$ cat config.mk
export PLATFORM = sky130hd
export DESIGN_NAME = acc_sweep_scheduler
export DESIGN_NICKNAME = d
export VERILOG_FILES = /design/src/rtl/acc_sched_pkg.sv /design/src/rtl/acc_regfile.sv /design/src/rtl/acc_sweep_scheduler.sv
export SDC_FILE = /design/constraint.sdc
export NUM_CORES = 1
export LEC_CHECK = 0
export BUFFER_PORTS_ARGS = -buffer_cell sky130_fd_sc_hd__buf_2
export CORE_MARGIN = 2
export CORE_UTILIZATION = 30
export CTS_CLUSTER_DIAMETER = 60
export DETAILED_ROUTE_END_ITERATION = 8
export GPL_TIMING_DRIVEN = 0
export PLACE_DENSITY_LB_ADDON = 0.3
export SYNTH_ARGS = -nofsm -noshare
export SYNTH_HDL_FRONTEND = slang
export SYNTH_SLANG_ARGS = --single-unit
$ cat constraint.sdc
create_clock -name clk -period 3.94 [get_ports clk]
set_input_delay 0.197 -clock clk [delete_from_list [all_inputs] [get_ports clk]]
set_output_delay 0.197 -clock clk [all_outputs]
set_load 0.005 [all_outputs]
$ cat src/rtl/acc_sched_pkg.sv
// Shared types and helpers for the accumulate sweep scheduler.
package acc_sched_pkg;

   // Scheduler FSM states
   typedef enum logic [0:0] {
      StIdle = 1'b0,
      StRun  = 1'b1
   } state_e;

   // Channel index width: at least one bit even for a single channel
   function automatic int unsigned ch_w(input int unsigned n);
      if (n < 2) begin
         return 1;
      end else begin
         return int'($clog2(n));
      end
   endfunction

endpackage

$ cat src/rtl/acc_regfile.sv
// Per-channel increment / accumulator storage.
// One read-modify port serves the sweep; one write port serves configuration.
module acc_regfile
   import acc_sched_pkg::*;
#(
   parameter int unsigned NUM_CH    = 4,
   parameter int unsigned ACC_WIDTH = 8,
   parameter int unsigned ADD_WIDTH = 8,
   parameter int unsigned CH_W      = 2
) (
   input  logic                 clk,
   input  logic                 rst,
   // read-modify port
   input  logic [CH_W-1:0]      rmw_ch,
   output logic [ADD_WIDTH-1:0] rmw_inc,
   output logic [ACC_WIDTH-1:0] rmw_acc,
   input  logic                 rmw_we,
   input  logic [ACC_WIDTH-1:0] rmw_val,
   // config write port
   input  logic                 wr_en,
   input  logic [CH_W-1:0]      wr_ch,
   input  logic [ADD_WIDTH-1:0] wr_inc,
   input  logic                 wr_clr
);

   logic [ACC_WIDTH-1:0] acc_q [NUM_CH];
   logic [ADD_WIDTH-1:0] inc_q [NUM_CH];

   // Combinational read of the channel currently being swept
   always_comb begin
      rmw_inc = '0;
      rmw_acc = '0;
      for (int i = 0; i < NUM_CH; i++) begin
         if (rmw_ch == CH_W'(i)) begin
            rmw_inc = inc_q[i];
            rmw_acc = acc_q[i];
         end
      end
   end

   // Storage update; indices at or beyond NUM_CH match no entry, so such writes vanish.
   // A config clear beats a same-cycle accumulate on the same channel.
   always_ff @(posedge clk or posedge rst) begin
      if (rst) begin
         for (int i = 0; i < NUM_CH; i++) begin
            acc_q[i] <= '0;
            inc_q[i] <= '0;
         end
      end else begin
         for (int i = 0; i < NUM_CH; i++) begin
            if (wr_en && (wr_ch == CH_W'(i))) begin
               inc_q[i] <= wr_inc;
            end
            if (wr_en && wr_clr && (wr_ch == CH_W'(i))) begin
               acc_q[i] <= '0;
            end else if (rmw_we && (rmw_ch == CH_W'(i))) begin
               acc_q[i] <= rmw_val;
            end
         end
      end
   end

endmodule

$ cat src/rtl/acc_sweep_scheduler.sv
// Time-multiplexes one accumulate adder over NUM_CH channels.
// A tick launches a sweep of channels 0..NUM_CH-1; each result goes out on a valid/ready stream.
module acc_sweep_scheduler
   import acc_sched_pkg::*;
#(
   parameter int unsigned NUM_CH    = 4,
   parameter int unsigned ACC_WIDTH = 8,
   parameter int unsigned ADD_WIDTH = 8,
   localparam int unsigned CH_W     = ch_w(NUM_CH)
) (
   input  logic                 clk,
   input  logic                 rst,
   input  logic                 tick,
   input  logic                 cfg_valid,
   output logic                 cfg_ready,
   input  logic [CH_W-1:0]      cfg_ch,
   input  logic [ADD_WIDTH-1:0] cfg_inc,
   input  logic                 cfg_clr,
   output logic                 out_valid,
   input  logic                 out_ready,
   output logic [CH_W-1:0]      out_ch,
   output logic [ACC_WIDTH-1:0] out_data,
   output logic                 busy,
   output logic                 sweep_done,
   output logic                 overrun,
   input  logic                 overrun_clr
);

   state_e               state_q, state_d;
   logic [CH_W-1:0]      ch_idx_q, ch_idx_d;
   logic                 out_valid_q;
   logic [CH_W-1:0]      out_ch_q;
   logic [ACC_WIDTH-1:0] out_data_q;
   logic                 sweep_done_q;
   logic                 overrun_q;

   logic                 issue;
   logic                 last_ch;
   logic [ADD_WIDTH-1:0] rd_inc;
   logic [ACC_WIDTH-1:0] rd_acc;
   logic [ACC_WIDTH-1:0] sum;

   assign cfg_ready = 1'b1;

   acc_regfile #(
      .NUM_CH    (NUM_CH),
      .ACC_WIDTH (ACC_WIDTH),
      .ADD_WIDTH (ADD_WIDTH),
      .CH_W      (CH_W)
   ) u_regfile (
      .clk     (clk),
      .rst     (rst),
      .rmw_ch  (ch_idx_q),
      .rmw_inc (rd_inc),
      .rmw_acc (rd_acc),
      .rmw_we  (issue),
      .rmw_val (sum),
      .wr_en   (cfg_valid),
      .wr_ch   (cfg_ch),
      .wr_inc  (cfg_inc),
      .wr_clr  (cfg_clr)
   );

   // FSM state and channel counter registers
   always_ff @(posedge clk or posedge rst) begin
      if (rst) begin
         state_q  <= StIdle;
         ch_idx_q <= '0;
      end else begin
         state_q  <= state_d;
         ch_idx_q <= ch_idx_d;
      end
   end

   // Next state: a tick starts a sweep, issuing the last channel ends it
   always_comb begin
      state_d  = state_q;
      ch_idx_d = ch_idx_q;
      unique case (state_q)
         StIdle: begin
            if (tick) begin
               state_d  = StRun;
               ch_idx_d = '0;
            end
         end
         StRun: begin
            if (issue) begin
               if (last_ch) begin
                  state_d  = StIdle;
                  ch_idx_d = '0;
               end else begin
                  ch_idx_d = ch_idx_q + CH_W'(1);
               end
            end
         end
         default: begin
            state_d  = StIdle;
            ch_idx_d = '0;
         end
      endcase
   end

   // Issue decision and shared adder; the increment is zero-extended by the cast
   always_comb begin
      busy    = (state_q == StRun);
      issue   = busy && (!out_valid_q || out_ready);
      last_ch = (ch_idx_q == CH_W'(NUM_CH - 1));
      sum     = rd_acc + ACC_WIDTH'(rd_inc);
   end

   // Output register: load on issue, drop valid once accepted, otherwise hold
   always_ff @(posedge clk or posedge rst) begin
      if (rst) begin
         out_valid_q  <= 1'b0;
         out_ch_q     <= '0;
         out_data_q   <= '0;
         sweep_done_q <= 1'b0;
      end else begin
         sweep_done_q <= issue && last_ch;
         if (issue) begin
            out_valid_q <= 1'b1;
            out_ch_q    <= ch_idx_q;
            out_data_q  <= sum;
         end else if (out_ready) begin
            out_valid_q <= 1'b0;
         end
      end
   end

   // Sticky overrun flag for ticks dropped mid-sweep; the clear takes priority
   always_ff @(posedge clk or posedge rst) begin
      if (rst) begin
         overrun_q <= 1'b0;
      end else if (overrun_clr) begin
         overrun_q <= 1'b0;
      end else if (tick && (state_q == StRun)) begin
         overrun_q <= 1'b1;
      end
   end

   assign out_valid  = out_valid_q;
   assign out_ch     = out_ch_q;
   assign out_data   = out_data_q;
   assign sweep_done = sweep_done_q;
   assign overrun    = overrun_q;

endmodule

==> summary.md, run 1 <==
| Metric | Value |
|---|---|
| Status | completed |
| Most frequent cells in the layout | nand2_1 (109), dfrtp_1 (80), a21oi_1 (55) |
| Share of cells above drive strength 1 | 18.13% |
| Initial antenna violation count | 0 |
| Final nets | 504 |
| WL/cell | 15.92 um |
| Worst slew margin | 41.78% |
| Clock skew | 0.004923 ns |
| Vias post-DR | 3232 |
| Die footprint | 14440 um2 |
| Seq pwr share | 31.0% |
| Layout area overhead | 18.17% |
| Min Tclk post-route | 3.676 ns |
| FFs w/ async S/R, synth | 100.0% |
| Leakage | 2.176 nW |
| Synth area leaders | dfrtp_1 (49%), nand2_1 (10%), mux2_2 (7.0%) |
| CP Launch Type | flip-flop |
| Largest net degree at the start of global routing | 45 |
| VDD IR max | 0.3012 mV |
| First-pass GRT wire length | 17260 um |
| Boundary Pins | 32 |
| Clk network pwr share | 21.6% |
| Synth Instances | 430 |
| DP HPWL | 7415 um |
| Critical path, cell by cell | inv_1 > ha_1 > clkbuf_2 > buf_2 > nand2_1 > a21oi_1 > a21oi_1 > o21ai_0 > ha_1 > inv_1 > fa_1 > nor2b_1 > o31a_1 > o311ai_2 > a22o_1 |
| CTS root buf | clkbuf_16 |
| Clk buf depth | 2 |
| Fmax | 272.1 MHz |
| DRC viols | 0 |
| DRT iter0 DRCs | 191 |
| Crit Path Category | reg -> reg |
| Worst EP required | 4.16 ns |
| Detailed Routing Iterations Pass 1 | 4 |
| Placed insts | 637 |
| Top cell type's share of synthesized area | 49.44% |
| Mapped Nets | 459 |
| Port bufs | 30 |
| Num CTS Buffers | 9 |
| Mapped Area | 4049 um2 |
| Clk slew on worst S/H paths | 0.06 ns |
| Clk_lat worst skew | 0.34 ns |
| Slew @ Worst Pin | 0.8694 ns |
| Worst min path class | in -> reg |
| Met3 routed WL | 369 um |
| Switching power | 1.593 mW |
| Int Pwr | 2.315 mW |
| EDFF count, synth | 0 |
| Post-synth cell types | 43 |
| Cell Pwr Density | 816.8 nW/um2 |
| Max cap viols | 0 |
| Num Clock Sinks | 80 |
| DRT Wirelength | 10450 um |
| Switch share | 40.77% |
| Largest area contributor in the netlist | dfrtp_1 |
| Crit path capture type | flip-flop |
| Commonest non-fill, non-tap cell in the layout | nand2_1 |
| Final ANT Viol Nets | 0 |
| Finish-stage setup viols | 0 |
| Comb pwr share | 47.3% |
| Met2 routed WL | 4941 um |
| Post-synthesis sequential area ratio | 49.44% |
| FF+latch count, synth | 80 |
| Final Max Slew Viols | 0 |
| Slowest stage cell, crit path | fa_1 |
| Initial Util | 30.70% |
| Design area | 4785 um2 |
| Die X | 120.2 um |
| Metal1 wirelength | 4916 um |
| Crit-path max FO | 10 |
| Syn Area/Cell | 9.416 um2 |
| Vias in the first global route | 3307 |
| Ratio of final minimum period to clock period | 93.29% |
| GRT overflow | 0 |
| Routability congestion estimate | 0.8543 |
| Non-Filler Instances | 656 |
| Top routing layer in use | met4 |
| Critical Path AT | 3.90 ns |
| Reg-to-reg setup timing slack | 0.26 ns |
| TritonCTS clock tree | built |
| Peak per-stage delay on the critical path | 0.42 ns |
| Row cnt | 42 |
| Synth Warn # | 0 |
| Via-to-Cell Ratio | 4.927 |
| Total number of H-tree levels | 3 |
| Ys flop type | dfrtp_1 |
| Die Ht | 120.2 um |
| Tot Pwr | 3.908 mW |
| RSZ-0062 raised after global routing | no |
| Core area | 13190 um2 |
| Antenna cell count | 0 |
| Placed Area | 4449 um2 |
| Fillers | 1318 |
| Tot GR Track Use | 15.50% |
| Final Hold Viols | 0 |
## cell type report
class	count	area, um2	area share [%]
buffer	22	106.4	2.223
clock buffer	13	260.3	5.439
clock inverter	3	40.04	0.8368
inverter	7	28.78	0.6015
multi-input combinational	321	1922	40.17
sequential	80	2002	41.84
tap	176	220.2	4.603
timing repair buffer	34	205.2	4.289
## power groups by stage
| stage | Sequential (mW) | Clock (mW) | Combinational, mW |
|---|---|---|---|
| after floorplan | 1.20 | 0 | 1.30 |
| after global routing | 1.24 | 0.899 | 2.06 |
| after detailed placement | 1.22 | 0 | 1.81 |
| final | 1.21 | 0.845 | 1.85 |
| after global placement | 1.22 | 0 | 1.78 |
| after CTS | 1.21 | 0.865 | 1.83 |
## synth_stat cells (2+ instances only)
library cell  number
nand2_1          109
buf_2              4
and3_1             8
a22o_1            10
xor2_1             4
nor2_1            20
ha_1              11
nor4_1             3
mux2_2            25
nand3b_1          16
o21ai_0           17
nand2b_1           3
a21oi_1           56
o211ai_1           2
a21o_1             3
nor2b_1            4
nor3_1             3
and2_1             2
inv_1              7
clkbuf_1          14
xnor2_1            4
nand3_1            4
dfrtp_1           80
buf_4              2
## worst max-delay path, delay by kind of cell (launching register included)
kind,cells,cell delay [ns]
adders and majority gates,3,0.97
DFF,1,0.41
and+or+nand+nor,2,0.30
AOI/OAI and AO/OA,6,1.11
buffers and inverters,4,0.77
## per-layer routing
layer | vias to the layer above | track usage [%]
li1 | 1562 | -
met1 | 1591 | 21.10
met2 | 64 | 23.97
met3 | 15 | 2.925
met4 | 0 | 6.985
met5 | - | 0
## registers in the layout, indices dropped and copies added, names as in the netlist, 2 cells and up
register and flops:
out_data 8, u_regfile.acc_q 32, out_ch 2, u_regfile.inc_q 32, ch_idx_q 2
## cells by family (layout without fill, tap and decap cells)
| family | after synthesis | in the layout | synth area share [%] |
|---|---|---|---|
| XOR/XNOR | 8 | 8 | 1.730 |
| AND/OR/NAND/NOR | 175 | 175 | 19.72 |
| buffers and inverters | 29 | 79 | 3.183 |
| AO/OA/AOI/OAI | 99 | 99 | 14.74 |
| flip-flops | 80 | 80 | 49.44 |
| other | 1 | 1 | 0.09262 |
| adder cells (fa/ha/maj) | 12 | 12 | 3.894 |
| multiplexers | 26 | 26 | 7.200 |
## per-stage QoR
step | worst slack (ns) | setup TNS [ns] | utilization (%) | hold slack (ns)
CTS | 0.01073 | 0 | 36.17 | 0.09645
floorplan | 0.9721 | 0 | - | 0.2634
global route | 0.06439 | 0 | 36.27 | 0.1116
finish | 0.2644 | 0 | 36.27 | 0.1028
detailed placement | -0.07487 | -0.2182 | 33.73 | 0.2807
global placement | 0.02138 | 0 | 33.50 | 0.3556
## worst paths after layout
| path | startpoint | endpoint | cells past startpoint |
|---|---|---|---|
| setup / recovery | ch_idx_q[1] | u_regfile.acc_q[6] | 15 |
| hold / removal | cfg_inc[1] | u_regfile.inc_q[1] | 3 |
| setup reg to reg | ch_idx_q[1] | u_regfile.acc_q[6] | 15 |
| hold reg to reg | out_data[0] | out_data[0] | 2 |
| max in group asynchronous | rst | u_regfile.acc_q[18] | 4 |
| min in group asynchronous | rst | u_regfile.inc_q[17] | 3 |
## repair_timing
item	4_1_cts	5_1_grt
gates resized for setup	1	5
gates cloned	0	0
endpoints found under the hold margin	37	0
hold buffers	2	0
setup endpoints to repair	5	9
setup buffers	0	1
pin swaps	0	1
Power figures use the tool's default switching activity.
==> run 2, diff against run 1 <==
--- a/config.mk
+++ b/config.mk
@@ -6,12 +6,14 @@
 export NUM_CORES = 1
 export LEC_CHECK = 0
 export BUFFER_PORTS_ARGS = -buffer_cell sky130_fd_sc_hd__buf_2
+export CAP_MARGIN = 30
 export CORE_MARGIN = 2
 export CORE_UTILIZATION = 30
 export CTS_CLUSTER_DIAMETER = 60
 export DETAILED_ROUTE_END_ITERATION = 8
 export GPL_TIMING_DRIVEN = 0
 export PLACE_DENSITY_LB_ADDON = 0.3
+export SETUP_SLACK_MARGIN = 0.05
 export SYNTH_ARGS = -nofsm -noshare
 export SYNTH_HDL_FRONTEND = slang
 export SYNTH_SLANG_ARGS = --single-unit
==> constraint.sdc (replaced) <==
create_clock -name clk -period 4.7 [get_ports clk]
set_input_delay 0.235 -clock clk [delete_from_list [all_inputs] [get_ports clk]]
set_output_delay 0.235 -clock clk [all_outputs]
set_load 0.005 [all_outputs]
==> run 2 against run 1 <==
Combinational power shrank 18%. Utilization shrank 0.19 points. Die area stayed put. Highest routed layer unchanged. Critical endpoint is now u_regfile.acc_q[12]. Routed wire length is 0.12% lower. Maximum frequency fell by 9.8%. Global-route usage did not move. Largest cell class unchanged. Sequential share of layout area grew 0.22 points.
==> summary.md, run 2 (same netlist as run 1, synthesis figures left out) <==
| Metric | Value |
|---|---|
| Status | completed (unchanged) |
| Pre-CTS setup slack | 0.6851 ns (was -0.07487 ns) |
| Total number of H-tree levels | 3 (unchanged) |
| Setup TNS | 0 ns (unchanged) |
| Row cnt | 42 (unchanged) |
| DRT Wirelength | 10430 um (was 10450 um) |
| Final nets | 502 (was 504) |
| Core area | 13190 um2 (unchanged) |
| Worst r2r path cells | 14 (was 15) |
| DRT iter0 DRCs | 206 (was 191) |
| Finish-stage setup viols | 0 (unchanged) |
| Die Ht | 120.2 um (unchanged) |
| Slew @ Worst Pin | 0.8598 ns (was 0.8694 ns) |
| Cell Pwr Density | 682.2 nW/um2 (was 816.8 nW/um2) |
| Worst EP required | 4.96 ns (was 4.16 ns) |
| CP Launch Point | ch_idx_q[0] (was ch_idx_q[1]) |
| Min setup slack post-route | 0.6258 ns (was 0.2644 ns) |
| Final ANT Viol Nets | 0 (unchanged) |
| GR met1 Demand/Resource | 21.10% (unchanged) |
| VDD IR max | 0.2519 mV (was 0.3012 mV) |
| Fmax | 245.4 MHz (was 272.1 MHz) |
| Reg-to-reg setup timing slack | 0.63 ns (was 0.26 ns) |
| DP HPWL | 7415 um (unchanged) |
| Clk buf depth | 2 (unchanged) |
| Tot GR Track Use | 15.50% (unchanged) |
| Num Clock Sinks | 80 (unchanged) |
| Via-to-Cell Ratio | 4.966 (was 4.927) |
| Leakage | 2.156 nW (was 2.176 nW) |
| Antenna cell count | 0 (unchanged) |
| Max cap viols | 0 (unchanged) |
| Min Tclk post-route | 4.074 ns (was 3.676 ns) |
| Reg2Reg Capture Point | u_regfile.acc_q[12] (was u_regfile.acc_q[6]) |
| Most frequent cells in the layout | nand2_1 (109), dfrtp_1 (80), a21oi_1 (56) (was nand2_1 (109), dfrtp_1 (80), a21oi_1 (55)) |
| Num CTS Buffers | 9 (unchanged) |
| Placed Area | 4449 um2 (unchanged) |
| Worst R2R Start | ch_idx_q[0] (was ch_idx_q[1]) |
| Worst hold margin | 0.04689 ns (was 0.1028 ns) |
| Busiest grt layer | met2 (unchanged) |
| M2 GR Usage | 23.97% (unchanged) |
| Crit-path max FO | 10 (unchanged) |
| Crit Path Category | reg -> reg (unchanged) |
| Port bufs | 30 (unchanged) |
| TritonCTS clock tree | built (unchanged) |
| Largest net degree at the start of global routing | 45 (unchanged) |
| Crit path capture type | flip-flop (unchanged) |
| Initial antenna violation count | 0 (unchanged) |
| Die footprint | 14440 um2 (unchanged) |
| Routability congestion estimate | 0.8543 (unchanged) |
| CP Launch Type | flip-flop (unchanged) |
| Final Hold Viols | 0 (unchanged) |
| Detailed Routing Iterations Pass 1 | 7 (was 4) |
| Boundary Pins | 32 (unchanged) |
| Vias in the first global route | 3307 (unchanged) |
| Worst Setup EP | u_regfile.acc_q[12] (was u_regfile.acc_q[6]) |
| Worst min path class | in -> reg (unchanged) |
| WL/cell | 15.95 um (was 15.92 um) |
| DRC viols | 0 (unchanged) |
| Initial Util | 30.70% (unchanged) |
| CTS root buf | clkbuf_16 (unchanged) |
| Layout area overhead | 17.55% (was 18.17%) |
| Design area | 4760 um2 (was 4785 um2) |
| Met3 Usage GRT | 2.925% (unchanged) |
| Final Max Slew Viols | 0 (unchanged) |
| GRT overflow | 0 (unchanged) |
| Clock skew | 0.005396 ns (was 0.004923 ns) |
| Worst slew margin | 42.43% (was 41.78%) |
| First-pass GRT wire length | 17260 um (unchanged) |
| Post_cts resized | 0 (was 1) |
| Share of cells above drive strength 1 | 17.15% (was 18.13%) |
| Commonest non-fill, non-tap cell in the layout | nand2_1 (unchanged) |
| Ratio of final minimum period to clock period | 86.69% (was 93.29%) |
| Die X | 120.2 um (unchanged) |
| Vias post-DR | 3248 (was 3232) |
| Tot Pwr | 3.247 mW (was 3.908 mW) |
| Clk slew on worst S/H paths | 0.06 ns (about the same) |
| Critical Path AT | 4.33 ns (was 3.90 ns) |
| RSZ-0062 raised after global routing | no (unchanged) |
| Clk_lat worst skew | 0.33 ns (was 0.34 ns) |
==> run 2: metrics by stage <==
step / util, % / std cells
detailed placement: 33.73 / 637
floorplan: - / 430
global placement: 33.50 / 636
finish: 36.08 / 654
global route: 36.08 / 654
CTS: 36.08 / 654
==> run 2: what timing repair did <==
item                                    CTS  global route
hold buffers                              1             0
endpoints found under the setup margin    0             0
endpoints found under the hold margin    36             0
buffers inserted                          0             0
==> run 2: critical path, stage by stage (launching register included) <==
cell      delay (ns)
dfrtp_1         0.43
inv_1           0.13
ha_1            0.30
clkbuf_1        0.44
buf_1           0.54
a21oi_1         0.12
o21ai_0         0.24
ha_1            0.24
inv_1           0.07
fa_1            0.41
nor2b_1         0.22
o21ai_0         0.10
a21oi_1         0.48
nand2_1         0.12
a21oi_1         0.14
==> run 2: how the worst min path moves through the flow <==
stage / from / to / slack, ns / cells past startpoint
final: overrun_clr / overrun / 0.05 / 2
after global routing: overrun_clr / overrun / 0.04 / 2
after detailed placement: rst / u_regfile.inc_q[17] / 0.32 / 2
after CTS: overrun_clr / overrun / 0.04 / 2
after floorplan: overrun_clr / overrun / 0.30 / 1
after global placement: overrun_clr / overrun / 0.39 / 2
==> run 2: layout make-up <==
cell class	count	area (um2)
repair buffers	32	187.7
well taps	176	220.2
inverters	7	28.78
fillers	1319	8431
flip-flops and latches	80	2002
multi-input cells	321	1918
clock buffers	13	260.3
plain buffers	22	102.6
clock inverters	3	40.04
==> run 2: power breakdown <==
group / leakage [nW] / total, mW / internal (mW) / switching [mW]
clock: 0.150 / 0.707 / 0.439 / 0.268
combinational: 1.01 / 1.52 / 0.581 / 0.942
sequential: 0.999 / 1.02 / 0.899 / 0.117
==> run 2: layer usage <==
layer,part of all wire [%],wire length [um]
met2,46,4838
met3,3.7,385
met1,47,4947
met4,2.5,261
met5,0,0
